### src/rtl/spi_ad5628_rx.sv
// AD5628 SPI responder: oversamples sclk/mosi/cs, captures frames,
// and keeps a register image of the DAC.
module spi_ad5628_rx #(
    parameter int SYNC_STAGES    = 2,
    parameter bit SAMPLE_FALLING = 1'b1,
    parameter int FRAME_BITS     = 32
) (
    input  logic        clk,
    input  logic        rst,
    input  logic        sclk,
    input  logic        mosi,
    input  logic        cs,
    output logic        frame_valid,
    output logic        frame_err,
    output logic [31:0] frame_data,
    output logic [7:0]  frame_cnt,
    output logic [95:0] dac_code,
    output logic [7:0]  pd_mask,
    output logic [7:0]  ldac_mask,
    output logic        ref_on,
    output logic [1:0]  clear_code
);

    localparam int CW = $clog2(FRAME_BITS + 2);

    typedef enum logic [1:0] {IDLE, SHIFT, DECODE} state_t;

    state_t                 state;
    logic [SYNC_STAGES-1:0] sclk_s, mosi_s, cs_s;
    logic [31:0]            sr;
    logic [CW-1:0]          cnt;
    logic                   fall_pend;
    logic [11:0]            in_reg [8];
    logic [11:0]            dac    [8];

    always_ff @(posedge clk or negedge rst) begin
        if (!rst) begin
            sclk_s <= '0;
            mosi_s <= '0;
            cs_s   <= '1;
        end else begin
            sclk_s <= {sclk_s[SYNC_STAGES-2:0], sclk};
            mosi_s <= {mosi_s[SYNC_STAGES-2:0], mosi};
            cs_s   <= {cs_s[SYNC_STAGES-2:0], cs};
        end
    end

    logic sclk_o, sclk_n, cs_o, cs_n, mosi_b;
    logic smp, cs_fall, cs_rise;

    assign sclk_o  = sclk_s[SYNC_STAGES-1];
    assign sclk_n  = sclk_s[SYNC_STAGES-2];
    assign cs_o    = cs_s[SYNC_STAGES-1];
    assign cs_n    = cs_s[SYNC_STAGES-2];
    assign mosi_b  = mosi_s[SYNC_STAGES-2];
    assign smp     = SAMPLE_FALLING ? (sclk_o & ~sclk_n)
                                    : (~sclk_o & sclk_n);
    assign cs_fall = cs_o & ~cs_n;
    assign cs_rise = ~cs_o & cs_n;

    logic [3:0]  cmd, addr;
    logic [11:0] data;
    logic [7:0]  feat, sel;
    logic        addr_ok, good;

    always_comb begin
        cmd     = sr[27:24];
        addr    = sr[23:20];
        data    = sr[19:8];
        feat    = sr[7:0];
        sel     = (addr == 4'hF) ? 8'hFF : (8'h1 << addr[2:0]);
        addr_ok = ~addr[3] | (addr == 4'hF);
        good    = (cnt == CW'(FRAME_BITS)) && (cmd <= 4'd8)
                  && ((cmd >= 4'd4) || addr_ok);
    end

    always_comb begin
        dac_code = '0;
        for (int i = 0; i < 8; i++) dac_code[i*12 +: 12] = dac[i];
    end

    always_ff @(posedge clk or negedge rst) begin
        if (!rst) begin
            state       <= IDLE;
            sr          <= '0;
            cnt         <= '0;
            fall_pend   <= 1'b0;
            frame_valid <= 1'b0;
            frame_err   <= 1'b0;
            frame_data  <= '0;
            frame_cnt   <= '0;
            pd_mask     <= '0;
            ldac_mask   <= '0;
            ref_on      <= 1'b0;
            clear_code  <= '0;
            for (int i = 0; i < 8; i++) begin
                in_reg[i] <= '0;
                dac[i]    <= '0;
            end
        end else begin
            frame_valid <= 1'b0;
            frame_err   <= 1'b0;
            unique case (state)
                IDLE: begin
                    if (cs_fall || fall_pend) begin
                        state     <= SHIFT;
                        cnt       <= '0;
                        sr        <= '0;
                        fall_pend <= 1'b0;
                    end
                end
                SHIFT: begin
                    // a sample coinciding with cs rising is still counted
                    if (smp) begin
                        sr <= {sr[30:0], mosi_b};
                        if (cnt != CW'(FRAME_BITS + 1))
                            cnt <= cnt + CW'(1);
                    end
                    if (cs_rise) state <= DECODE;
                end
                DECODE: begin
                    state      <= IDLE;
                    fall_pend  <= cs_fall;
                    frame_data <= sr;
                    if (!good) begin
                        frame_err <= 1'b1;
                    end else begin
                        frame_valid <= 1'b1;
                        frame_cnt   <= frame_cnt + 8'd1;
                        unique case (cmd)
                            4'd0: for (int i = 0; i < 8; i++)
                                if (sel[i]) begin
                                    in_reg[i] <= data;
                                    if (ldac_mask[i]) dac[i] <= data;
                                end
                            4'd1: for (int i = 0; i < 8; i++)
                                if (sel[i]) dac[i] <= in_reg[i];
                            4'd2: for (int i = 0; i < 8; i++) begin
                                if (sel[i]) in_reg[i] <= data;
                                dac[i] <= sel[i] ? data : in_reg[i];
                            end
                            4'd3: for (int i = 0; i < 8; i++)
                                if (sel[i]) begin
                                    in_reg[i] <= data;
                                    dac[i]    <= data;
                                end
                            4'd4: pd_mask <= (sr[9:8] == 2'b00)
                                             ? (pd_mask & ~feat)
                                             : (pd_mask | feat);
                            4'd5: clear_code <= sr[1:0];
                            4'd6: ldac_mask  <= feat;
                            4'd7: begin
                                pd_mask    <= '0;
                                ldac_mask  <= '0;
                                ref_on     <= 1'b0;
                                clear_code <= '0;
                                for (int i = 0; i < 8; i++) begin
                                    in_reg[i] <= '0;
                                    dac[i]    <= '0;
                                end
                            end
                            default: ref_on <= sr[0];
                        endcase
                    end
                end
                default: state <= IDLE;
            endcase
        end
    end

endmodule

### config.mk
export PLATFORM = sky130hd
export DESIGN_NAME = spi_ad5628_rx
export DESIGN_NICKNAME = d
export VERILOG_FILES = /design/src/rtl/spi_ad5628_rx.sv
export SDC_FILE = /design/constraint.sdc
export NUM_CORES = 1
export LEC_CHECK = 0
export CORE_UTILIZATION = 52
export DETAILED_ROUTE_END_ITERATION = 8
export HOLD_SLACK_MARGIN = 0.1
export PLACE_DENSITY = 0.84
export SYNTH_ARGS = -nofsm -noshare
export SYNTH_HDL_FRONTEND = slang
export SYNTH_SLANG_ARGS = --single-unit
### constraint.sdc
create_clock -name clk -period 3.56 [get_ports clk]
set_clock_uncertainty 0.05 [all_clocks]
set_input_delay 0.712 -clock clk [delete_from_list [all_inputs] [get_ports clk]]
set_output_delay 0.712 -clock clk [all_outputs]
set_load 0.05 [all_outputs]
# Yosys cells after proc, flatten, opt, wreduce, memory -nomap -nowiden
# Cells that the tools add are included.
[op_classes]
n_addsub = 2
order_cmp = 2
n_eq_ne = 48
shifts = 1
muxes = 64
bitwise_logic = 12
reduce_logical = 34
[op_table]
columns = ["op", "n"]
rows = [
  ["two-way mux 12 bit", 40],
  ["one-hot mux 96 bit (5 select lines)", 1],
  ["one-hot mux 96 bit (2 select lines)", 1],
  ["!= test 2 bit, second input constant", 36],
  ["two-way mux 32 bit", 2],
  ["one-hot mux 32 bit (2 select lines)", 1],
  ["AND reduction 7 bit", 8],
  ["one-hot mux 8 bit (2 select lines)", 2],
  ["two-way mux 6 bit", 3],
  ["AND reduction 3 bit", 6],
  ["== test 4 x 3 -> 1 bit, second input constant", 4],
  ["two-way mux 8 bit", 2],
  ["one-hot mux 6 bit (2 select lines)", 1],
  ["nonzero test 2 bit", 6],
  ["adder 8 x 1 -> 8 bit, second input constant", 1],
  ["bitwise AND 8 bit", 1],
  ["== test 4 x 2 -> 1 bit, second input constant", 2],
  ["inverter 8 bit", 1],
  ["OR 8 bit", 1],
  ["one-hot mux 2 bit (2 select lines)", 2],
  ["left shift 1 x 3 -> 8 bit, first input constant", 1],
  ["OR reduction 7 bit", 1],
  ["adder 6 x 1 -> 6 bit, second input constant", 1],
  ["== test 6 bit, second input constant", 1],
  ["21 further kinds", 38],
]
[word_totals]
regBits = 299
inputBits = 5
out_inout_bits = 157
wordCells = 194

# Longest topological paths before layout
# Gate-level depths: netlist of run 1.
[depth]
depth_word = 6
ltp_mapped = 9
mapped_depth_nobuf = 6

# Worst setup path before layout of run 1
# Ideal clock, no wire load.
[synth_timing]
path_type = "reg2reg"
startpoint = "reg sr[24]"
endpoint = "reg dac, in the netlist dac_code[38]"
setup_ns = 0.125
arrival_time_ns = 2.338
required_ns = 3.385
path_slack_ns = 1.047
stages_incl_launch_ff = 7
n_path_buf = 2
path_cell_list = "dfrtp_1 clkbuf_1 or4b_2 o21ai_0 buf_4 mux2_2 mux2_2"
[synth_via]
elab_chain_cells = 4
elab_cells_between_ends = 17
[synth_rtl]
columns = ["element", "line_no", "text"]
rows = [
  ["start: declaration", "30", "logic [31:0] sr;"],
  ["start signal: assignment", "115", "sr <= {sr[30:0], mosi_b};"],
  ["less-or-equal comparator 4 bit or >= comparator 4 x 3 -> 1 bit (tied branches)", "73, 74", ""],
  ["logical AND 1 bit or logical OR 1 bit (tied branches)", "73, 74", ""],
  ["logical AND 1 bit", "74", "&& ((cmd >= 4'd4) || addr_ok);"],
  ["AND reduction 7 bit (no source line)", "-", ""],
  ["end signal: indexed assignment", "134", "if (ldac_mask[i]) dac[i] <= data;"],
  ["end signal: indexed assignment", "137", "if (sel[i]) dac[i] <= in_reg[i];"],
  ["end signal: indexed assignment", "140", "dac[i] <= sel[i] ? data : in_reg[i];"],
  ["end: declaration", "34", "logic [11:0] dac [8];"],
]
# Parallel ways exist; a longest one is shown, timed or not.
# A chain may end at the register's enable or synchronous reset.

# Final worst setup path of run 1
[layout_timing]
startpoint = "reg sr[20]"
endpoint = "reg in_reg[42] (netlist bit)"
[layout_via]
elab_chain_cells = 5
elab_cells_between_ends = 9
[layout_rtl]
columns = ["element", "line_no", "text"]
rows = [
  ["== test 4 bit", "71, 72", ""],
  ["OR 1 bit", "72", "addr_ok = ~addr[3] | (addr == 4'hF);"],
  ["logical OR 1 bit", "74", ""],
  ["logical AND 1 bit", "74", ""],
  ["AND reduction 3 bit (no source line)", "-", ""],
  ["end signal: indexed assignment", "133", "in_reg[i] <= data;"],
  ["end signal: indexed assignment", "139", "if (sel[i]) in_reg[i] <= data;"],
  ["end signal: indexed assignment", "144", "in_reg[i] <= data;"],
  ["end: declaration", "33", "logic [11:0] in_reg [8];"],
]
# Parallel ways exist; a longest one is shown, timed or not.

==> impl_metrics.toml, run 1 <==
[timing]
worstMarginPinSlew_ns = 1.14
final_hold_viol_count = 0
setup_viol = 0
rsz0062_at_grt = "no"
drv_slew = 0
period_needed_ns = 3.11
hold_ws_ns = 0.0929
setup_tns_ns = 0
fmax_ghz = 0.322
setup_slack_ns = 0.452
relSlewSlack_pct = 23.4
finalCritPeriodShare_pct = 87.3

[clock_tree]
cts_root_buf = "clkbuf_16"
cts_buffers = 30
post_cts_resized = 0
clk_pin_slew_ns = 0.06
post-cts-setup-buffer-count = 0
numClockSinks = 299
cts_tree = "yes"
clock_tree.buffer_depth = 3
clk_latency_ns = 0.55
ctsHoldBuffers = 0
htreeDepth = 1

[setup_path]
crit_path_start_kind = "flop"
critPathCaptureType = "flop"
cp_max_fo = 16
worst-r2r-cell-count = 5
critPathKind = "flop to flop"
cp.arrival_ns = 3.49
worstPathRequired_ns = 3.95

[placed_design]
place_area_um2 = 14700
gp_congestion = 0.849
dpl.hpwl_um = 21900
numPortBuffers = 161
dp.cells = 1575
place_ws_ns = 0.550

[routing]
drc = 0
first_iter_violations = 911
drt-total-wl_um = 33700
ant_nets = 0
wl_per_cell_um = 20.7
firstDrtPassIters = 5
routed-via-count = 9780
vias_per_cell = 6.00

[logic_synthesis]
synth_area_um2 = 12800
ys_seq_elements = 299
syn_nets = 1164
synth_ff_type = "dfrtp_1"
synth_warnings = 0
synth-edff-count = 0
yosys.area.top_type = "dfrtp_1"
ys_seq_area_share_pct = 58.4
async_flop_share_pct = 100
netlist.area_leader.share_pct = 58.0
synthCells = 1155
synth.distinct_cells = 51
synthTopCellsByArea = "dfrtp_1 58%, mux2_2 7.6%, nand2_1 5.7%"
syn_avg_cell_area_um2 = 11.1

[power]
peakVddDrop_uv = 346
powerDensity_nw_per_um2 = 462
p_leak_nw = 6.99
finalPower_mw = 7.28

[cells_and_area]
fin_nets = 1292
drive_gt1_share_pct = 14.0
design_area_um2 = 15800
syn2layout_area_growth_pct = 23.1
fin_util_pct = 65.1
final_cells = 1630
diodes = 0

[global_routing]
grt_max_degree = 90
grt_util_all_layers_pct = 26.4
grt-ovfl-total = 0
grt_pass1_vias = 9396
grt_pass1_wl_um = 53000
antenna_found_initial = 0

[floorplan]
die_height_um = 159
dieArea_um2 = 25300
start_util_pct = 52.8
die_w_um = 159
io_pins = 162
fp-row-count = 57
floorplan.core_area_um2 = 24200

[outcome]
outcome = "complete, no violations"

[min_path]
worst_hold_path_type = "primary input to async pin"

[job]
cap_viol_max_count = 0
[layout make-up]
cell class | count | area (um2)
flip-flops and latches | 299 | 7480
multi-input cells | 747 | 4900
inverters | 15 | 56.3
clock inverters | 6 | 108
repair buffers | 190 | 1870
well taps | 324 | 405
fillers | 1797 | 8470
clock buffers | 49 | 953
[kinds of logic (layout without fill, tap and decap cells)]
family / Yosys count / in the layout / synth area share, %
adders and majority gates: 4 / 4 / 0.391
DFF: 299 / 299 / 58.4
muxes: 87 / 87 / 7.64
xor gates and xnor gates: 12 / 12 / 0.820
buffers and inverters: 109 / 260 / 3.53
and+or+nand+nor: 326 / 326 / 11.1
AOI/OAI and AO/OA: 318 / 318 / 18.1
[worst paths after layout]
path	start	to	slack (ns)
max	sr[20]	in_reg[42]	0.45
min	rst	frame_data[2]	0.09
max reg2reg	sr[20]	in_reg[42]	0.45
min reg2reg	cs_s[0]	cs_s[1]	0.34
max in group asynchronous	rst	dac_code[79]	2.37
min in group clk	cs_s[0]	cs_s[1]	0.34
[cell usage after synthesis, drive strengths merged, types with 6 or more instances]
cell type	number
a21oi	40
dfrtp	297
and2	12
o21ai	100
inv	15
a22o	24
nor2	60
xor2	6
xnor2	6
o2bb2ai	72
mux2	87
buf	29
clkbuf	65
nand2	196
o31ai	11
nand3	16
a32oi	48
[critical path: stages, from the launching register on]
cell       delay, ns
dfrtp_1         0.53
and3_1          0.40
o311ai_4        0.24
a2111oi_4       0.86
o21ai_1         0.54
a22o_1          0.37
[per-layer routing]
layer | track usage, % | up-vias | share of wire [%]
li1 | - | 4404 | -
met1 | 36.4 | 4857 | 42
met5 | 0 | - | 0
met2 | 42.9 | 454 | 48
met4 | 7.56 | 0 | 2.2
met3 | 4.87 | 65 | 8.1
[report_power, final]
part           internal [mW]  total (mW)  leakage (nW)  switching [mW]
sequential              3.46        3.53          4.16          0.0735
combinational          0.112       0.425          2.32           0.313
clock                   2.03        3.32         0.520            1.29
[placed cells by master, fill, tap and decap left out, drive strengths merged, types with 3 or more instances in the layout]
| master | count |
|---|---|
| inv | 15 |
| xor2 | 6 |
| nor2 | 60 |
| or3 | 4 |
| a2bb2o | 3 |
| a32oi | 48 |
| nor2b | 4 |
| o2bb2ai | 72 |
| nand3 | 16 |
| xnor2 | 6 |
| clkdlybuf4s50 | 160 |
| a22o | 24 |
| nor3 | 3 |
| a2111oi | 4 |
| o21ai | 100 |
| a21oi | 40 |
| o31ai | 11 |
| nor3b | 3 |
| ha | 4 |
| nand4 | 5 |
| mux2 | 87 |
| and3 | 5 |
| o21a | 5 |
| buf | 30 |
| or2 | 3 |
| clkbuf | 49 |
| dfrtp | 297 |
| nand2 | 196 |
| nand2b | 5 |
| bufinv | 3 |
| and2 | 12 |
Power figures use the tool's default switching activity.
==> run 2: changes to the inputs <==
GPL_TIMING_DRIVEN = 1   (was unset)
==> results of run 2 <==
No change in the layout: final DEF, timing and power equal those of run 1.
==> run 3: changes to the inputs <==
CAP_MARGIN = 20   (was unset)
==> run 3 against run 2 <==
Worst setup slack got worse by 0.0055 ns. Wire length fell by 1.6%. Maximum frequency fell by 0.18%. Combinational power barely moved. Sequential power barely moved. Largest power group unchanged. Critical path type unchanged. Critical path depth did not move.
==> impl_metrics.toml, run 3 (synthesized netlist as in run 1, its figures left out) <==
[timing]
relSlewSlack_pct = 38.6
fmax_ghz = 0.321
setup_viol = 0
period_needed_ns = 3.11
setup_tns_ns = 0
worstMarginPinSlew_ns = 0.914
drv_slew = 0
final_hold_viol_count = 0
setup_slack_ns = 0.446
rsz0062_at_grt = "no"
finalCritPeriodShare_pct = 87.5

[clock_tree]
numClockSinks = 299
clock_tree.buffer_depth = 3
post-cts-setup-buffer-count = 0
clk_pin_slew_ns = 0.07
post_cts_resized = 0
ctsHoldBuffers = 0
htreeDepth = 1
cts_root_buf = "clkbuf_16"
clk_latency_ns = 0.55
cts_tree = "yes"
cts_buffers = 30

[global_routing]
grt_pass1_vias = 9484
grt_util_all_layers_pct = 26.3
grt_max_degree = 90
grt_pass1_wl_um = 52700
grt-ovfl-total = 0
antenna_found_initial = 0

[placed_design]
place_ws_ns = 0.547
gp_congestion = 0.849
numPortBuffers = 161
dpl.hpwl_um = 21800

[routing]
drc = 0
wl_met1_um = 13600
vias_per_cell = 5.98
wl_met2_um = 15500
wl_per_cell_um = 20.3
met3RoutedLength_um = 2740
first_iter_violations = 1028
routed-via-count = 9759
firstDrtPassIters = 5
top_layer = "met4"
ant_nets = 0
drt-total-wl_um = 33100

[floorplan]
fp-row-count = 57
dieArea_um2 = 25300
io_pins = 162
floorplan.core_area_um2 = 24200
start_util_pct = 52.8
die_w_um = 159
die_height_um = 159

[setup_path]
crit_path_start_kind = "flop"
critPathKind = "flop to flop"
critPathCaptureType = "flop"
worstPathRequired_ns = 3.94
cp_max_fo = 16
cp.arrival_ns = 3.50

[cells_and_area]
syn2layout_area_growth_pct = 22.8
fillers = 1792
drive_gt1_share_pct = 14.3
mostFrequentLayoutCells = "297 x dfrtp_1, 196 x nand2_1, 160 x clkdlybuf4s50_1, 89 x o21ai_0, 87 x mux2_2"
diodes = 0
fin_nets = 1294
layout_commonest_cell = "dfrtp_1"

[power]
p_leak_nw = 6.97
peakVddDrop_uv = 311
powerDensity_nw_per_um2 = 453

[min_path]
worst_hold_path_type = "primary input to async pin"

[outcome]
outcome = "complete, no violations"

[job]
cap_viol_max_count = 0
-- run 3: cell types whose count changed in the layout (fill, tap and decap cells not counted), sizes merged --
cell / change
clkinvlp: +3
clkbuf: -7
buf: +2
bufinv: -1
clkinv: +5
-- run 3: stage by stage --
stage / hold slack (ns) / utilization, % / power, mW / cells / instance area [um2]
6_report: 0.110 / 64.9 / 7.12 / 1632 / 15700
5_1_grt: 0.161 / 64.9 / 7.36 / 1632 / 15700
2_1_floorplan: 0.305 / - / 3.83 / 1155 / 12800
3_5_place_dp: 0.329 / 60.7 / 4.02 / 1576 / 14700
4_1_cts: 0.156 / 64.9 / 7.16 / 1631 / 15700
3_3_place_gp: 0.327 / 60.7 / 4.01 / 1575 / 14700
-- run 3: cell type report --
type | instances | area, um2 | area share, %
Clock buffer | 42 | 877 | 5.57
Timing Repair Buffer | 192 | 1890 | 12.0
Clock inverter | 13 | 125 | 0.795
Multi-Input combinational cell | 747 | 4900 | 31.1
Tap cell | 324 | 405 | 2.58
Inverter | 15 | 56.3 | 0.358
Sequential cell | 299 | 7480 | 47.6
-- run 3: worst max-delay path: stages, from the launching register on --
cell and delay [ns]:
dfrtp_1 0.54, and3_1 0.40, o311ai_4 0.23, a2111oi_4 0.85
o21ai_1 0.54, a22o_1 0.38
-- run 3: power by group --
part / switching (mW) / total [mW] / internal (mW)
Clock: 1.31 / 3.17 / 1.86
Combinational: 0.310 / 0.422 / 0.112
Sequential: 0.0738 / 3.53 / 3.46
-- run 3: layer usage --
| metal | vias to the layer above | GRT usage, % |
|---|---|---|
| met5 | - | 0 |
| met4 | 0 | 10.1 |
| met3 | 103 | 4.56 |
| met2 | 447 | 41.8 |
| met1 | 4799 | 36.4 |
| li1 | 4410 | - |
-- run 3: worst paths after layout --
kind                                 end  slack (ns)  cells past startpoint     from
max in group asynchronous     in_reg[11]        2.40                      2      rst
hold / removal             frame_data[1]        0.11                      1      rst
setup / recovery               in_reg[6]        0.45                      5   sr[20]
min in group clk                 cs_s[1]        0.34                      0  cs_s[0]
setup reg to reg               in_reg[6]        0.45                      5   sr[20]
hold reg to reg                  cs_s[1]        0.34                      0  cs_s[0]
